===== config.mk =====
export PLATFORM = sky130hd
export DESIGN_NAME = matrix_scan_bcm
export DESIGN_NICKNAME = d
export VERILOG_FILES = /design/src/rtl/matrix_scan_pkg.sv /design/src/rtl/matrix_scan_bcm_display_timer.sv /design/src/rtl/matrix_scan_bcm.sv
export SDC_FILE = /design/constraint.sdc
export NUM_CORES = 1
export LEC_CHECK = 0
export ABC_AREA = 1
export CORE_MARGIN = 5
export CORE_UTILIZATION = 31
export CTS_CLUSTER_DIAMETER = 120
export DETAILED_ROUTE_END_ITERATION = 10
export GPL_TIMING_DRIVEN = 0
export PLACE_DENSITY = 0.55
export SYNTH_ARGS = -nofsm -noshare
export SYNTH_HDL_FRONTEND = slang
export SYNTH_HIERARCHICAL = 1
export SYNTH_SLANG_ARGS = --single-unit

===== constraint.sdc =====
create_clock -name clk_in -period 3.8 [get_ports clk_in]
set_clock_uncertainty 0.2 [all_clocks]
set_input_delay 0.38 -clock clk_in [delete_from_list [all_inputs] [get_ports clk_in]]
set_output_delay 0.38 -clock clk_in [all_outputs]
set_load 0.005 [all_outputs]

===== src/rtl/matrix_scan_pkg.sv =====
// Shared types and helpers for the BCM panel scan generator.
package matrix_scan_pkg;

   typedef enum logic [2:0] {
      S_IDLE    = 3'd0,
      S_SHIFT   = 3'd1,
      S_BLANK   = 3'd2,
      S_LATCH   = 3'd3,
      S_DISPLAY = 3'd4
   } scan_state_e;

   // On-time of plane b: brightness scaled to the plane's display length, /256, truncated.
   // The 32-bit intermediate covers unit_shift + plane + 8 bits for all practical panels.
   function automatic logic [31:0] on_cycles(input logic [7:0] brightness,
                                             input int unsigned plane,
                                             input int unsigned unit_shift);
      logic [31:0] wide_s;
      wide_s = {24'd0, brightness} << (unit_shift + plane);
      return wide_s >> 8;
   endfunction

endpackage


===== src/rtl/matrix_scan_bcm_display_timer.sv =====
// DISPLAY-phase counter: runs 2^(UNIT_SHIFT+plane) cycles and gates output-enable by the plane's on-time.
module bcm_display_timer
   import matrix_scan_pkg::*;
#(
   parameter int unsigned BIT_DEPTH  = 6,
   parameter int unsigned UNIT_SHIFT = 2,
   parameter int unsigned PLANE_W    = 3
) (
   input  logic               clk_i,
   input  logic               reset_i,
   input  logic               start_i,
   input  logic [PLANE_W-1:0] plane_i,
   input  logic [7:0]         brightness_i,
   output logic               output_enable_o,
   output logic               done_o
);

   localparam int unsigned DW = UNIT_SHIFT + BIT_DEPTH;

   logic [DW-1:0] count_q;
   logic [DW-1:0] count_d;
   logic [DW-1:0] last_s;
   logic [DW-1:0] on_s;
   logic          running_q;
   logic          oe_q;

   always_comb begin
      count_d = count_q + DW'(1);
      last_s  = (DW'(1) << (UNIT_SHIFT + 32'(plane_i))) - DW'(1);
      on_s    = DW'(on_cycles(brightness_i, 32'(plane_i), UNIT_SHIFT));
   end

   // OE is registered so it lines up with the count it belongs to.
   always_ff @(posedge clk_i) begin
      if (reset_i) begin
         count_q   <= '0;
         running_q <= 1'b0;
         oe_q      <= 1'b0;
      end else if (start_i) begin
         count_q   <= '0;
         running_q <= 1'b1;
         oe_q      <= (on_s != '0);
      end else if (running_q && (count_q == last_s)) begin
         count_q   <= '0;
         running_q <= 1'b0;
         oe_q      <= 1'b0;
      end else if (running_q) begin
         count_q   <= count_d;
         oe_q      <= (count_d < on_s);
      end else begin
         oe_q      <= 1'b0;
      end
   end

   assign output_enable_o = oe_q;
   assign done_o          = running_q && (count_q == last_s);

endmodule


===== src/rtl/matrix_scan_bcm.sv =====
// HUB75 scan generator: shifts one row per bit plane, blanks, latches, then displays with BCM timing.
module matrix_scan_bcm
   import matrix_scan_pkg::*;
#(
   parameter int unsigned COLUMN_WIDTH = 6,
   parameter int unsigned ROW_WIDTH    = 4,
   parameter int unsigned BIT_DEPTH    = 6,
   parameter int unsigned UNIT_SHIFT   = 2,
   parameter int unsigned BLANK_CYCLES = 2
) (
   input  logic                    clk_in,
   input  logic                    reset,
   input  logic                    enable,
   input  logic [7:0]              global_brightness,
   output logic [COLUMN_WIDTH-1:0] column_address,
   output logic [ROW_WIDTH-1:0]    row_address,
   output logic [ROW_WIDTH-1:0]    row_address_active,
   output logic                    pixel_load_start,
   output logic                    clk_pixel,
   output logic                    row_latch,
   output logic                    output_enable,
   output logic [BIT_DEPTH-1:0]    brightness_mask,
   output logic                    frame_done
);

   localparam int unsigned PLANE_W = (BIT_DEPTH > 1) ? $clog2(BIT_DEPTH) : 1;
   localparam int unsigned BLANK_W = $clog2(BLANK_CYCLES + 1);
   localparam logic [COLUMN_WIDTH-1:0] LAST_COL   = '1;
   localparam logic [ROW_WIDTH-1:0]    LAST_ROW   = '1;
   localparam logic [PLANE_W-1:0]      LAST_PLANE = PLANE_W'(BIT_DEPTH - 1);
   localparam logic [BLANK_W-1:0]      LAST_BLANK = BLANK_W'(BLANK_CYCLES - 1);

   scan_state_e             state_q;
   logic [COLUMN_WIDTH-1:0] col_q;
   logic [ROW_WIDTH-1:0]    row_q;
   logic [ROW_WIDTH-1:0]    row_d;
   logic [ROW_WIDTH-1:0]    row_active_q;
   logic [PLANE_W-1:0]      plane_q;
   logic [PLANE_W-1:0]      plane_d;
   logic [BLANK_W-1:0]      blank_q;
   logic [7:0]              brightness_q;
   logic [BIT_DEPTH-1:0]    mask_q;
   logic                    phase_q;
   logic                    pls_q;
   logic                    clkp_q;
   logic                    latch_q;
   logic                    fd_q;
   logic                    frame_end_s;
   logic                    timer_start_s;
   logic                    timer_done_s;

   // Next plane/row after the current DISPLAY; row wraps naturally at its width.
   always_comb begin
      if (plane_q == LAST_PLANE) begin
         plane_d = '0;
         row_d   = row_q + ROW_WIDTH'(1);
      end else begin
         plane_d = plane_q + PLANE_W'(1);
         row_d   = row_q;
      end
      frame_end_s   = (plane_q == LAST_PLANE) && (row_q == LAST_ROW);
      timer_start_s = (state_q == S_LATCH);
   end

   // Scan FSM; every output register is loaded with the value for the state being entered.
   always_ff @(posedge clk_in) begin
      if (reset) begin
         state_q      <= S_IDLE;
         col_q        <= '0;
         row_q        <= '0;
         row_active_q <= '0;
         plane_q      <= '0;
         blank_q      <= '0;
         brightness_q <= 8'd0;
         mask_q       <= '0;
         phase_q      <= 1'b0;
         pls_q        <= 1'b0;
         clkp_q       <= 1'b0;
         latch_q      <= 1'b0;
         fd_q         <= 1'b0;
      end else begin
         pls_q   <= 1'b0;
         clkp_q  <= 1'b0;
         latch_q <= 1'b0;
         fd_q    <= 1'b0;
         case (state_q)
            S_IDLE: begin
               if (enable) begin
                  state_q      <= S_SHIFT;
                  brightness_q <= global_brightness;
                  col_q        <= '0;
                  row_q        <= '0;
                  plane_q      <= '0;
                  phase_q      <= 1'b0;
                  mask_q       <= BIT_DEPTH'(1);
                  pls_q        <= 1'b1;
               end
            end
            S_SHIFT: begin
               if (!phase_q) begin
                  phase_q <= 1'b1;
                  clkp_q  <= 1'b1;
               end else if (col_q == LAST_COL) begin
                  phase_q <= 1'b0;
                  blank_q <= '0;
                  state_q <= S_BLANK;
               end else begin
                  phase_q <= 1'b0;
                  col_q   <= col_q + COLUMN_WIDTH'(1);
                  pls_q   <= 1'b1;
               end
            end
            S_BLANK: begin
               if (blank_q == LAST_BLANK) begin
                  state_q <= S_LATCH;
                  latch_q <= 1'b1;
               end else begin
                  blank_q <= blank_q + BLANK_W'(1);
               end
            end
            S_LATCH: begin
               row_active_q <= row_q;
               state_q      <= S_DISPLAY;
            end
            S_DISPLAY: begin
               if (timer_done_s && enable) begin
                  state_q <= S_SHIFT;
                  col_q   <= '0;
                  phase_q <= 1'b0;
                  plane_q <= plane_d;
                  row_q   <= row_d;
                  mask_q  <= BIT_DEPTH'(1) << plane_d;
                  pls_q   <= 1'b1;
                  if (frame_end_s) begin
                     fd_q         <= 1'b1;
                     brightness_q <= global_brightness;
                  end
               end else if (timer_done_s) begin
                  state_q <= S_IDLE;
                  col_q   <= '0;
                  row_q   <= '0;
                  plane_q <= '0;
                  mask_q  <= '0;
               end
            end
            default: state_q <= S_IDLE;
         endcase
      end
   end

   bcm_display_timer #(
      .BIT_DEPTH  (BIT_DEPTH),
      .UNIT_SHIFT (UNIT_SHIFT),
      .PLANE_W    (PLANE_W)
   ) u_timer (
      .clk_i           (clk_in),
      .reset_i         (reset),
      .start_i         (timer_start_s),
      .plane_i         (plane_q),
      .brightness_i    (brightness_q),
      .output_enable_o (output_enable),
      .done_o          (timer_done_s)
   );

   assign column_address     = col_q;
   assign row_address        = row_q;
   assign row_address_active = row_active_q;
   assign pixel_load_start   = pls_q;
   assign clk_pixel          = clkp_q;
   assign row_latch          = latch_q;
   assign brightness_mask    = mask_q;
   assign frame_done         = fd_q;

endmodule


# --- Yosys cells after proc, flatten, opt, wreduce, memory -nomap -nowiden ---
# Index checks and enable logic that the tools add are counted.
totals:
  inputBits: 11
  reg_bits: 51
  out_inout_bits: 25
  word_cells: 119
classes:
  n_reduce_logical: 20
  n_eq_ne: 19
  shifts: 3
  bitwise: 4
  n_addsub: 7
  order_cmp: 1
  muxes: 49
op_table:
  columns: ["op", "count"]
  rows:
  - ["$mux 6", 7]
  - ["$shl 1x32->8 const A", 1]
  - ["$shl 8x32->16", 1]
  - ["$mux 3", 9]
  - ["$mux 8", 3]
  - ["$pmux 6 s3", 1]
  - ["$mux 4", 4]
  - ["$ne 2x2->1 const B", 8]
  - ["$pmux 8 s2", 1]
  - ["$pmux 3 s5", 1]
  - ["$mux 1", 14]
  - ["$pmux 6 s2", 1]
  - ["$reduce_and 4->1", 3]
  - ["$reduce_and 5->1", 2]
  - ["$add 8x1->8 const B", 1]
  - ["$eq 8x8->1", 1]
  - ["$lt 8x8->1", 1]
  - ["$pmux 4 s2", 1]
  - ["$reduce_bool 8->1", 1]
  - ["$sub 8x2->8 const B", 1]
  - ["$add 6x1->6 const B", 1]
  - ["$eq 3x2->1 const B", 2]
  - ["$eq 3x3->1 const B", 2]
  - ["$eq 6x6->1 const B", 1]
  - ["other kinds (21)", 35]

# --- Depth between registers and ports, before layout ---
depth:
  word_depth: 8
  depth_mapped: 20
  ltp_nobuf: 20

# --- By module ---
# Netlist, hierarchy kept.
by_module_without_submodules:
  columns: ["module", "instances", "cells_each", "area_each_um2"]
  rows:
  - ["matrix_scan_bcm", 1, 263, 1960.6]
  - ["bcm_display_timer", 1, 226, 1385.1]

# --- Least setup slack after synthesis ---
# No wires, ideal clock.
synth_path:
  path_type: "register -> register"
  from: "register plane_q[1]"
  to: "register brightness_q[0]"
  stages_incl_launch_ff: 20
  arrival_ps: 3312
  slack_ps: 173
  n_path_buf: 0
  period_less_slack_ps: 3627
  t_required_ps: 3484
  path_cell_list: "dfxtp_1 > inv_2 > ha_1 > nor2_4 > nand2_1 > ha_1 > or2_2 > nand2_1 > nand2_1 > nand2_1 > nand2_1 > nand2_1 > nor4b_1 > nand2_1 > nor2_1 > nand2_2 > nand2_2 > nand2_2 > o21ai_0 > nor2_1"
synth_via:
  elab_chain_cells: 8
  word_cells_on_any_way: 11
  classes_between: "add/sub: 2; eq/ne: 4; shift: 1; reduce/logical: 4"
synth_lines:
  columns: ["item", "line_no", "source"]
  rows:
  - ["from (decl)", "matrix_scan_bcm.sv:38", "logic [PLANE_W-1:0] plane_q;"]
  - ["from (signal assigned)", "matrix_scan_bcm.sv:130", "plane_q <= plane_d;"]
  - ["$add 2x3->4", "matrix_scan_bcm_display_timer.sv:29", "last_s = (DW'(1) << (UNIT_SHIFT + 32'(plane_i))) - DW'(1);"]
  - ["$shl 1x32->8", "matrix_scan_bcm_display_timer.sv:29", null]
  - ["$sub 8x2->8", "matrix_scan_bcm_display_timer.sv:29", null]
  - ["$eq 8x8->1", "matrix_scan_bcm_display_timer.sv:56", "assign done_o = running_q && (count_q == last_s);"]
  - ["$logic_and 1x1->1", "matrix_scan_bcm_display_timer.sv:56", null]
  - ["net timer_done_s", "matrix_scan_bcm.sv:50", "logic timer_done_s;"]
  - ["$logic_and 1x1->1", "matrix_scan_bcm.sv:126", "if (timer_done_s && enable) begin"]
  - ["$ne 2x2->1 (no source line)", null, null]
  - ["$reduce_and 4->1 (no source line)", null, null]
  - ["to (signal assigned)", "matrix_scan_bcm.sv:90", "brightness_q <= global_brightness;"]
  - ["to (signal assigned)", "matrix_scan_bcm.sv:136", "brightness_q <= global_brightness;"]
  - ["to (decl)", "matrix_scan_bcm.sv:41", "logic [7:0] brightness_q;"]
# The timed path passes the listed nets, and every way through them passes these cells.
# A chain may end at the register's enable or synchronous reset.

# --- Worst setup path in the final report ---
layout_path:
  from: "register plane_q[1]"
  to: "register brightness_q[6]"
# The elaborated chain is that of the path after synthesis.

==> summary.md <==
| Metric | Value |
|---|---|
| Status | finished clean |
| Die width | 113.9 um |
| Syn avg cell area | 6.842 sq um |
| All-Layer GR Usage | 13.40% |
| Sequential-to-total area share from yosys stat | 30.52% |
| # nets final | 564 |
| Cell Pwr Density | 459.3 nW/um^2 |
| First-pass GRT wire length | 14.40 mm |
| Unrepaired setup endpoints after global routing | no |
| Synth unique cells | 42 |
| Synth Instances | 489 |
| Crit Path Max Fanout | 14 |
| Overflow after GRT | 0 |
| Max Slew Vio Count | 0 |
| Placed Area | 3871 sq um |
| Dpl ws | -562.4 ps |
| Mapped Area | 3346 sq um |
| Area Overhead vs Synth | 20.49% |
| Minimum clock period | 3442 ps |
| Vias per cell | 4.719 |
| Overall die height | 113.9 um |
| Critical path class | reg2reg |
| Number of fill cells | 1119 |
| Setup violators final | 0 |
| Multi-input logic area | 2112 sq um |
| Inserted Diodes | 0 |
| GP Congestion | 0.9052 |
| Main synth FF type | dfxtp_1 |
| Worst Max-Slew Pin Slew | 543.8 ps |
| Critical Path AT | 3480 ps |
| Post-DP HPWL | 6.518 mm |
| Core area | 10700 sq um |
| FP Rows | 38 |
| Post-layout util | 37.68% |
| Syn nets | 518 |
| CTS buffer count | 5 |
| Final WS setup | 357.8 ps |
| Number of buffers inserted by hold repair at cts | 0 |
| Async set or reset register ratio after synthesis | 0% |
| # port buffers | 35 |
| Crit end category | register |
| Routed len/inst | 12.41 um |
| Max cap viols | 0 |
| Worst-path clk slew | 90 ps |
| Initial drt markers | 150 |
| Worst Hold Class | reg2reg |
| CTS sink cnt | 51 |
| Fmax | 290.5 MHz |
| Leak | 1.722 nW |
| Register area | 1026 sq um |
| CP required | 3840 ps |
| ANT nets after route | 0 |
| Final Hold Fails | 0 |
| Synth area leader | dfxtp_1 |
| Htree depth | 2 |
| Yosys warns | 6 |
| Worst slew margin | 63.75% |
| CTS tree | yes |
| Die ar. | 12970 sq um |
| Crit path launch type | register |
| DRC Markers | 0 |
| First-pass iteration count of the detailed router | 5 |
| #FFs+latches synth | 51 |
| Post-synth EDFFs | 0 |
| Layout cells sized above 1 | 12.52% |
| Initial antenna violation count | 0 |
| Starting density of the core | 31.27% |
| Finished Cell Area | 4031 sq um |
| Deepest clock path buffer count | 2 |
| CTS Root Cell | clkbuf_8 |
| Worst skew pair latency | 300 ps |
| Largest net degree at the start of global routing | 15 |
| VDD IR max | 220.5 uV |
| DR vias | 3185 |
| Synth top area share | 30.52% |
| Ratio of final minimum period to clock period | 90.59% |
| Area contributors post-synth | dfxtp_1 31%, nand2_1 13%, nor2_1 8.6%, ha_1 6.7%, nand3_1 6.7% |
| Vias in the first global route | 3136 |
| Final WL | 8.377 mm |
| # IOs | 36 |
## cell type report
class | instances | area share, %
multi-input cells | 381 | 52.39
flip-flops and latches | 51 | 25.45
repair buffers | 39 | 9.435
inverters | 49 | 4.624
well taps | 140 | 4.345
clock buffers | 6 | 1.800
plain buffers | 8 | 1.210
clock inverters | 1 | 0.7449
## metal layers
| layer | vias to the layer above | global-route usage [%] | wire (um) |
|---|---|---|---|
| li1 | 1684 | - | - |
| met1 | 1430 | 15.95 | 3737 |
| met2 | 56 | 24.38 | 4202 |
| met3 | 15 | 1.963 | 252 |
| met4 | 0 | 4.830 | 185 |
| met5 | - | 0 | 0 |
## cell usage in the layout, fill, tap and decap left out, drive strengths merged
master / synthesis / final
a31oi: 1 / 1
or2: 7 / 7
xor2: 9 / 9
buf: 4 / 8
nor2: 88 / 88
o31ai: 2 / 2
o211ai: 1 / 1
nor4b: 1 / 1
clkdlybuf4s50: 0 / 35
a21oi: 26 / 26
clkinv: 1 / 1
nand3: 51 / 51
dfxtp: 51 / 51
bufinv: 0 / 1
clkbuf: 4 / 10
xnor2: 2 / 2
nand3b: 4 / 4
and2: 1 / 1
o21a: 2 / 2
o21bai: 1 / 1
nand2: 121 / 121
inv: 48 / 48
o21ai: 25 / 25
nand4: 10 / 10
a211oi: 5 / 5
nor3b: 1 / 1
ha: 18 / 18
nor3: 5 / 5
## sequential cells by signal, indices dropped and copies added, names as in the netlist
register                 cells
pixel_load_start             1
row_address                  4
state_q                      3
phase_q                      1
brightness_mask              6
frame_done                   1
blank_q                      2
u_timer/running_q            1
u_timer/count_q              8
brightness_q                 8
plane_q                      3
row_latch                    1
row_address_active           4
column_address               6
clk_pixel                    1
u_timer/output_enable_o      1
## where the power goes
group | switching [mW] | internal, mW
sequential | 0.0898 | 0.626
clock | 0.175 | 0.193
combinational | 0.468 | 0.299
## critical path, cell delays in order, from the launching register on
cell and delay, ps:
dfxtp_4 450, inv_4 100, ha_2 340, nor2_4 170
nand2_1 100, ha_1 240, or2_2 290, nand2_1 60
nand2_1 60, nand2_1 60, nand2_1 40, nand2_1 100
nor4b_4 240, nand2_1 120, nor2_2 150, nand2_2 120
nand2_2 90, nand2_2 130, inv_2 160, nor2_1 60
nor2_1 90
## path summary, 6_finish.rpt
| kind | startpoint | endpoint | slack (ps) | depth (start not counted) |
|---|---|---|---|---|
| max | plane_q[1] | brightness_q[6] | 360 | 20 |
| min | brightness_mask[5] | brightness_mask[5] | 270 | 2 |
| max reg2reg | plane_q[1] | brightness_q[6] | 360 | 20 |
| min reg2reg | brightness_mask[5] | brightness_mask[5] | 270 | 2 |
## kinds of logic (layout without fill, tap and decap cells)
logic type	count (synthesis)	in the layout	synth area share [%]
AO/OA/AOI/OAI	63	63	11.29
XOR/XNOR	11	11	2.880
adder cells (fa/ha/maj)	18	18	6.732
buffers and inverters	57	103	6.956
flip-flops	51	51	30.52
AND/OR/NAND/NOR	289	289	41.62
## timing repair
action,4_1_cts,5_1_grt
pin swaps,0,1
setup buffers,0,4
resized for setup,4,5
endpoints found under the setup margin,33,27
hold endpoints to repair,0,0
## cell usage after synthesis (3+ instances only)
cell / number
a211oi_2: 5
nand2_4: 3
ha_1: 18
dfxtp_1: 51
nand4_1: 10
o21ai_0: 19
inv_1: 38
nand3_2: 4
inv_2: 10
clkbuf_1: 4
xor2_1: 9
or2_1: 3
nor2_2: 7
nand2_1: 112
nand2_2: 6
nand3_1: 45
o21ai_1: 5
nor2_4: 3
or2_2: 3
a21oi_1: 26
nor3_1: 4
nor2_1: 77
## per-stage QoR
stage               hold WS [ps]  TNS [ps]  std cells  power [mW]
floorplan                  249.1         0        489       1.277
global placement           257.5     -9940        664       1.487
detailed placement         259.6    -12980        664       1.501
CTS                        272.8         0        671       1.868
global route               284.9         0        675       2.016
finish                     268.3         0        675       1.851
Note: power is estimated with default switching activity, not from simulation.
